`src/rtl/spi_mux_pkg.sv`:
```
// Shared types and helpers for the SPI MISO-mux sequencer.
// Contents:
//   N_SLAVES - number of requesters and the width of the select vector
//   SEL_W    - width of a slave index
//   state_t  - sequencer states
//   idx_to_onehot / onehot_to_idx - select vector <-> index conversion
package spi_mux_pkg;

   localparam int unsigned N_SLAVES = 8;
   localparam int unsigned SEL_W    = $clog2(N_SLAVES);

   typedef enum logic [2:0] {
      IDLE,
      ARB,
      SETUP,
      SHIFT,
      HOLD,
      GAP
   } state_t;

   function automatic logic [N_SLAVES-1:0] idx_to_onehot(input logic [SEL_W-1:0] idx);
      idx_to_onehot = N_SLAVES'(1) << idx;
   endfunction

   function automatic logic [SEL_W-1:0] onehot_to_idx(input logic [N_SLAVES-1:0] oh);
      onehot_to_idx = '0;
      for (int i = 0; i < N_SLAVES; i++) begin
         if (oh[i]) onehot_to_idx = onehot_to_idx | SEL_W'(i);
      end
   endfunction

endpackage

```
`src/rtl/spi_mux_rr_arb.sv`:
```
// Request arbiter for the SPI MISO-mux sequencer (purely combinational).
// Macro SPI_MUX_RR_EN: defined -> round-robin search starting at ptr;
//                      undefined -> fixed priority, lowest index wins, no ptr port.
// Ports:
//   ptr      in  SEL_W     first index searched (round-robin build only)
//   req      in  N_SLAVES  level requests
//   gnt_oh_c out N_SLAVES  one-hot winner, all zero when nothing requests
module spi_mux_rr_arb
   import spi_mux_pkg::*;
(
`ifdef SPI_MUX_RR_EN
   input  logic [SEL_W-1:0]    ptr,
`endif
   input  logic [N_SLAVES-1:0] req,
   output logic [N_SLAVES-1:0] gnt_oh_c
);

   int unsigned idx;

   // Scan from the farthest candidate down to the nearest so the nearest requester wins.
   always_comb begin
      gnt_oh_c = '0;
      idx      = 0;
      for (int i = N_SLAVES - 1; i >= 0; i--) begin
`ifdef SPI_MUX_RR_EN
         idx = (int'(ptr) + i) % N_SLAVES;
`else
         idx = i;
`endif
         if (req[idx]) begin
            gnt_oh_c      = '0;
            gnt_oh_c[idx] = 1'b1;
         end
      end
   end

endmodule

```
`src/rtl/spi_mux_sel_ctrl.sv`:
```
// SPI master sequencer for an 8:1 MISO slave mux: arbitrates requesters, owns the one-hot
// mux select, generates mode-0 SCLK/MOSI and captures one DATA_W-bit word from MISO.
// Macro SPI_MUX_RR_EN selects round-robin arbitration (default: fixed priority).
// Ports:
//   clk, rst_n   clock, asynchronous active-low reset
//   req          level request per slave, held until gnt
//   tx_data      per-slave transmit word, slice i for slave i, sampled at grant
//   gnt          one-hot 1-cycle pulse as transaction starts
//   oen_sel      one-hot slave select to the mux
//   miso         mux MISO output
//   sclk, mosi   SPI clock (idles low) and data out, MSB first
//   rx_data      captured word, rx_id its slave index, rx_valid 1-cycle strobe
//   busy         high while a transaction (ARB..GAP) is in progress
module spi_mux_sel_ctrl
   import spi_mux_pkg::*;
#(
   parameter int unsigned DATA_W  = 8,
   parameter int unsigned CLK_DIV = 4,
   parameter int unsigned CS_GAP  = 2
) (
   input  logic                       clk,
   input  logic                       rst_n,
   input  logic [N_SLAVES-1:0]        req,
   input  logic [N_SLAVES*DATA_W-1:0] tx_data,
   output logic [N_SLAVES-1:0]        gnt,
   output logic [N_SLAVES-1:0]        oen_sel,
   input  logic                       miso,
   output logic                       sclk,
   output logic                       mosi,
   output logic [DATA_W-1:0]          rx_data,
   output logic [SEL_W-1:0]           rx_id,
   output logic                       rx_valid,
   output logic                       busy
);

   localparam int unsigned CNT_MAX = (CLK_DIV > CS_GAP) ? CLK_DIV : CS_GAP;
   localparam int unsigned CNT_W   = (CNT_MAX < 2) ? 1 : $clog2(CNT_MAX);
   localparam int unsigned HALF_W  = $clog2(2 * DATA_W);

   localparam logic [CNT_W-1:0]  DIV_LAST  = CNT_W'(CLK_DIV - 1);
   localparam logic [CNT_W-1:0]  GAP_LAST  = CNT_W'(CS_GAP - 1);
   localparam logic [HALF_W-1:0] HALF_LAST = HALF_W'(2 * DATA_W - 1);

   state_t              state, state_nxt;
   logic [CNT_W-1:0]    cnt, cnt_nxt;
   logic [HALF_W-1:0]   half, half_nxt;
   logic [DATA_W-1:0]   tx_sh, tx_sh_nxt;
   logic [DATA_W-1:0]   rx_sh, rx_sh_nxt;
   logic [SEL_W-1:0]    win, win_nxt;
   logic                sclk_nxt, mosi_nxt, rx_valid_nxt, busy_nxt;
   logic [N_SLAVES-1:0] gnt_nxt, oen_nxt;
   logic [DATA_W-1:0]   rx_data_nxt;
   logic [SEL_W-1:0]    rx_id_nxt;

   logic [N_SLAVES-1:0] win_oh_c;
   logic [SEL_W-1:0]    win_idx_c;
   logic                win_any_c;

`ifdef SPI_MUX_RR_EN
   logic [SEL_W-1:0]    ptr, ptr_nxt;
`endif

   spi_mux_rr_arb u_arb (
`ifdef SPI_MUX_RR_EN
      .ptr      (ptr),
`endif
      .req      (req),
      .gnt_oh_c (win_oh_c)
   );

   assign win_idx_c = onehot_to_idx(win_oh_c);
   assign win_any_c = |win_oh_c;

   // State and all registered outputs.
   always_ff @(posedge clk or negedge rst_n) begin
      if (!rst_n) begin
         state    <= IDLE;
         cnt      <= '0;
         half     <= '0;
         tx_sh    <= '0;
         rx_sh    <= '0;
         win      <= '0;
         sclk     <= 1'b0;
         mosi     <= 1'b0;
         gnt      <= '0;
         oen_sel  <= '0;
         rx_valid <= 1'b0;
         rx_data  <= '0;
         rx_id    <= '0;
         busy     <= 1'b0;
`ifdef SPI_MUX_RR_EN
         ptr      <= '0;
`endif
      end else begin
         state    <= state_nxt;
         cnt      <= cnt_nxt;
         half     <= half_nxt;
         tx_sh    <= tx_sh_nxt;
         rx_sh    <= rx_sh_nxt;
         win      <= win_nxt;
         sclk     <= sclk_nxt;
         mosi     <= mosi_nxt;
         gnt      <= gnt_nxt;
         oen_sel  <= oen_nxt;
         rx_valid <= rx_valid_nxt;
         rx_data  <= rx_data_nxt;
         rx_id    <= rx_id_nxt;
         busy     <= busy_nxt;
`ifdef SPI_MUX_RR_EN
         ptr      <= ptr_nxt;
`endif
      end
   end

   // Next state and next register values.
   always_comb begin
      state_nxt    = state;
      cnt_nxt      = cnt;
      half_nxt     = half;
      tx_sh_nxt    = tx_sh;
      rx_sh_nxt    = rx_sh;
      win_nxt      = win;
      sclk_nxt     = sclk;
      mosi_nxt     = mosi;
      gnt_nxt      = '0;
      oen_nxt      = oen_sel;
      rx_valid_nxt = 1'b0;
      rx_data_nxt  = rx_data;
      rx_id_nxt    = rx_id;
`ifdef SPI_MUX_RR_EN
      ptr_nxt      = ptr;
`endif

      case (state)
         IDLE: begin
            if (|req) state_nxt = ARB;
         end
         ARB: begin
            // A request that vanished before this cycle leaves nothing to grant.
            if (win_any_c) begin
               state_nxt = SETUP;
               gnt_nxt   = win_oh_c;
               oen_nxt   = win_oh_c;
               win_nxt   = win_idx_c;
               tx_sh_nxt = tx_data[int'(win_idx_c) * DATA_W +: DATA_W];
               mosi_nxt  = tx_sh_nxt[DATA_W-1];
               cnt_nxt   = '0;
`ifdef SPI_MUX_RR_EN
               ptr_nxt   = SEL_W'((int'(win_idx_c) + 1) % N_SLAVES);
`endif
            end else begin
               state_nxt = IDLE;
            end
         end
         SETUP: begin
            // Last setup cycle launches the first rising edge and samples MISO with it.
            if (cnt == DIV_LAST) begin
               state_nxt = SHIFT;
               cnt_nxt   = '0;
               half_nxt  = '0;
               sclk_nxt  = 1'b1;
               rx_sh_nxt = {rx_sh[DATA_W-2:0], miso};
            end else begin
               cnt_nxt = cnt + CNT_W'(1);
            end
         end
         SHIFT: begin
            if (cnt == DIV_LAST) begin
               cnt_nxt = '0;
               if (sclk) begin
                  sclk_nxt  = 1'b0;
                  tx_sh_nxt = tx_sh << 1;
                  mosi_nxt  = tx_sh_nxt[DATA_W-1];
                  half_nxt  = half + HALF_W'(1);
               end else if (half == HALF_LAST) begin
                  state_nxt = HOLD;
               end else begin
                  sclk_nxt  = 1'b1;
                  rx_sh_nxt = {rx_sh[DATA_W-2:0], miso};
                  half_nxt  = half + HALF_W'(1);
               end
            end else begin
               cnt_nxt = cnt + CNT_W'(1);
            end
         end
         HOLD: begin
            // Deselect and publish the word on the same edge.
            if (cnt == DIV_LAST) begin
               state_nxt    = (CS_GAP == 0) ? IDLE : GAP;
               cnt_nxt      = '0;
               oen_nxt      = '0;
               rx_valid_nxt = 1'b1;
               rx_data_nxt  = rx_sh;
               rx_id_nxt    = win;
            end else begin
               cnt_nxt = cnt + CNT_W'(1);
            end
         end
         GAP: begin
            if (cnt == GAP_LAST) begin
               state_nxt = IDLE;
               cnt_nxt   = '0;
            end else begin
               cnt_nxt = cnt + CNT_W'(1);
            end
         end
         default: begin
            state_nxt = IDLE;
         end
      endcase

      busy_nxt = (state_nxt != IDLE);
   end

endmodule

```
`config.mk`:
```
export PLATFORM = sky130hd
export DESIGN_NAME = spi_mux_sel_ctrl
export DESIGN_NICKNAME = d
export VERILOG_FILES = /design/src/rtl/spi_mux_pkg.sv /design/src/rtl/spi_mux_rr_arb.sv /design/src/rtl/spi_mux_sel_ctrl.sv
export SDC_FILE = /design/constraint.sdc
export NUM_CORES = 1
export LEC_CHECK = 0
export ABC_AREA = 1
export CAP_MARGIN = 25
export CELL_PAD_IN_SITES_DETAIL_PLACEMENT = 1
export CELL_PAD_IN_SITES_GLOBAL_PLACEMENT = 1
export CORE_MARGIN = 10
export CORE_UTILIZATION = 33
export DETAILED_ROUTE_END_ITERATION = 10
export PLACE_DENSITY = 0.81
export SLEW_MARGIN = 20
export SYNTH_ARGS = -nofsm -noshare
export SYNTH_HDL_FRONTEND = slang
export SYNTH_SLANG_ARGS = --single-unit
```
`constraint.sdc`:
```
create_clock -name clk -period 1.86 [get_ports clk]
set_input_delay 0.186 -clock clk [delete_from_list [all_inputs] [get_ports clk]]
set_output_delay 0.186 -clock clk [all_outputs]
set_load 0.005 [all_outputs]
```
==> impl_summary.txt <==
----------------------------------------------------
[Outcome]
  Outcome ... finished clean

[Setup path]
  Maximum fanout along the worst path ... 29
  Largest delay contributor family on the critical path ... buffers and inverters
  Cell occurring most often along the worst timing path ... sky130_fd_sc_hd__inv_1
  Startpoint Class ... flop
  Count of buffering cells on the critical path with inverters included ... 3
  Cell chain of the critical path ... ha_1 > inv_1 > nor2_2 > inv_1 > buf_4 > a31o_2
  Type of the setup path with the least slack ... flop to flop
  Library cell contributing the largest single delay on the critical path ... sky130_fd_sc_hd__dfrtp_1
  Data required time of the worst path ... 2.09 ns
  Arrival @ worst endpoint ... 1.96 ns
  Element type at the critical path end ... flop
  Biggest cell delay along the critical path ... 0.42 ns

[Timing]
  Highest attainable clock frequency ... 0.5784 GHz
  RSZ-0062 raised after global routing ... false
  Number of pins with negative max-slew slack in the final report ... 0
  Slew HR ... 72.43%
  Post-layout worst setup margin ... 0.1310 ns
  Endpoints failing hold ... 0
  Clock period minus final worst setup slack ... 1.729 ns
  Finish-stage setup viols ... 0
  Worst-Margin Slew ... 0.4098 ns
  Clock Skews ... 0.01096 ns
  Share of the cycle needed by the critical path after routing ... 92.96%

[Floorplan]
  Core region area ... 10230 um^2
  Number of placed I/O pins ... 106
  Die Height ... 122.2 um
  Row cnt ... 37
  Starting utilization of the core area ... 33.69%
  Die width ... 122.2 um
  Die outline area ... 14930 um^2

[Final layout]
  Ant. Diodes ... 0
  Total Nets Final ... 684
  Cell Count, Final, Fillers Out ... 746
  P&R area growth vs syn ... 48.13%
  Fraction of final layout cells sized beyond drive strength 1 ... 13.11%

[Power]
  Worst-case vdd ir drop ... 0.4879 mV
  LEAKAGE ... 2.541 nW
  Power density over cell area ... 912.4 nW/um^2
  Total Power ... 4.659 mW

[Global routing]
  Largest net degree at the start of global routing ... 59
  First-pass GRT wire length ... 19.89 mm
  Total GRT Usage ... 16.50%
  Initial antenna violation count ... 0
  Total global routing overflow ... 0
  Vias in the first global route ... 4062

[Clock tree]
  Clock net sink count ... 58
  Clock root cell ... sky130_fd_sc_hd__clkbuf_8
  Clock tree from TritonCTS ... yes
  Clock slew at reported path FFs ... 0.08 ns
  Clock Latency Late Sink ... 0.34 ns
  Clock Tree Buf Depth ... 2
  Number of buffers created by CTS ... 9
  Number of levels the H-tree was split into ... 3

[Synthesis]
  Post-synth top cells ... 94 x sky130_fd_sc_hd__inv_1, 94 x sky130_fd_sc_hd__nand2_1, 64 x sky130_fd_sc_hd__nand3_1, 58 x sky130_fd_sc_hd__dfrtp_1, 35 x sky130_fd_sc_hd__nand4_1
  Main combinational cell family by area after synthesis ... simple AND/OR/NAND/NOR gates
  Total standard cell area after synthesis ... 3447 um^2
  Share of the yosys chip area belonging to registers ... 42.11%
  FFs w/ async S/R, synth ... 100.0%
  Flops & latches, synth ... 58
  Main synth FF type ... sky130_fd_sc_hd__dfrtp_1
  Top post-synthesis cells by area ... sky130_fd_sc_hd__dfrtp_1 42%, sky130_fd_sc_hd__inv_1 10%, sky130_fd_sc_hd__nand2_1 10%
  Syn nets ... 559
  Yosys warning count ... 0
  Adder and majority cell fraction of the synthesized area ... 1.452%
  Yosys top cell area share ... 42.11%
  Synth Area in Compound Gates ... 8.530%
  Synthesized netlist cell count ... 480
  Xor/xnor share of the synthesized area ... 0%
  Count of flip-flops with a built-in enable after synthesis ... 0
  Area share of and/or/nand/nor cells after synthesis ... 33.21%
  Avg Synthesized Cell Area ... 7.181 um^2
  Area leader, netlist ... sky130_fd_sc_hd__dfrtp_1
  Multiplexer fraction of the synthesized cell area ... 0%
  Count of different cell masters after synthesis ... 30

[Route]
  Pre-antenna DRT Iters ... 4
  Wire per inst ... 16.30 um
  Via count normalized by instance count ... 4.932
  Vias ... 3679
  DR DRC count ... 0
  First-iteration detailed-routing DRC count ... 155
  Remaining antenna violation count ... 0
  Routed Wire Length ... 12.16 mm

[Place]
  GPL Wtd Cong ... 0.8297
  DP Worst Slack ... -0.09256 ns
  Count of placed standard cells including taps ... 726
  DP Wirelength ... 9.415 mm
  Port-buffer cells ... 105

[Run]
  Number of max-cap violations ... 0

[Hold path]
  Kind of path behind the tightest hold check ... input port to async pin

----------------------------------------------------
cell families (layout without fill, tap and decap cells):
kind of cell,count (synthesis),after routing
adders and majority gates,4,4
AOI/OAI and AO/OA,51,51
DFF,58,58
buffers and inverters,124,253
and+or+nand+nor,243,244
power by group:
group	switching (mW)	leakage, nW	total (mW)	internal [mW]
sequential	0.171	0.758	1.72	1.55
clock	0.538	0.112	1.33	0.792
combinational	0.885	1.67	1.61	0.722
total	1.59	2.54	4.66	3.06
placed cells by master, fill, tap and decap left out, types with 4 or more instances in the layout:
master / Yosys / routed
sky130_fd_sc_hd__buf_4: 4 / 23
sky130_fd_sc_hd__inv_1: 94 / 94
sky130_fd_sc_hd__clkdlybuf4s50_1: 0 / 104
sky130_fd_sc_hd__inv_2: 6 / 6
sky130_fd_sc_hd__clkbuf_8: 0 / 10
sky130_fd_sc_hd__buf_12: 0 / 7
sky130_fd_sc_hd__ha_1: 4 / 4
sky130_fd_sc_hd__nand4_1: 35 / 35
sky130_fd_sc_hd__a21oi_1: 15 / 15
sky130_fd_sc_hd__a31o_2: 6 / 6
sky130_fd_sc_hd__nor3_1: 5 / 5
sky130_fd_sc_hd__nand3_1: 64 / 64
sky130_fd_sc_hd__o21ai_0: 23 / 23
sky130_fd_sc_hd__nor2_2: 1 / 4
sky130_fd_sc_hd__nand2_1: 94 / 94
sky130_fd_sc_hd__nor2_1: 28 / 25
sky130_fd_sc_hd__nand2_2: 9 / 10
sky130_fd_sc_hd__dfrtp_1: 58 / 58
worst paths after layout:
kind	startpoint	to	slack, ns	cells after the start
worst max-delay path	cnt[0]	oen_sel[6]	0.13	6
worst min-delay path	rst_n	gnt[1]	0.38	3
worst max register to register	cnt[0]	oen_sel[6]	0.13	6
worst min register to register	rx_data[7]	rx_data[7]	0.48	2
max in group asynchronous	rst_n	half[0]	1.21	3
min in group clk	miso	rx_sh[0]	0.43	3
repair_timing:
action | in CTS | in global routing
endpoints found under the setup margin | 0 | 15
buffers inserted | 0 | 2
gates resized for setup | 0 | 5
endpoints found under the hold margin | 58 | 0
hold buffers | 1 | 0
state kept, by name, summed over array words and instances (netlist names), 4 cells and up:
| signal | flops |
|---|---|
| half | 4 |
| tx_sh | 7 |
| rx_data | 8 |
| rx_sh | 8 |
| oen_sel | 8 |
| gnt | 8 |
tightest hold or removal path: cells and delay by family:
kind | cells | cell delay, ns
buf+inv | 3 | 0.93
stage by stage:
step	setup TNS [ns]	utilization (%)	hold slack, ns	cell area (um^2)
5_1_grt	0	49.91	0.4156	5106
6_report	0	49.91	0.3759	5106
3_3_place_gp	-0.1456	47.24	0.2153	4833
3_5_place_dp	-0.4686	47.24	0.2180	4833
2_1_floorplan	0	-	-0.1096	3447
4_1_cts	0	49.57	0.4017	5071
routing by layer:
layer | part of all wire, % | global-route usage (%)
met1 | 41 | 18.15
met2 | 49 | 28.43
met3 | 7.4 | 6.337
met4 | 1.9 | 5.891
met5 | 0 | 0
area by class of cell:
class	instances	area (um^2)
Timing Repair Buffer	136	1369
Fill cell	1270	5125
Multi-Input combinational cell	299	1509
Sequential cell	58	1451
Tap cell	136	170.2
Clock inverter	6	90.09
Clock buffer	10	137.6
Inverter	101	379.1
Note: power is estimated with default switching activity, not from simulation.
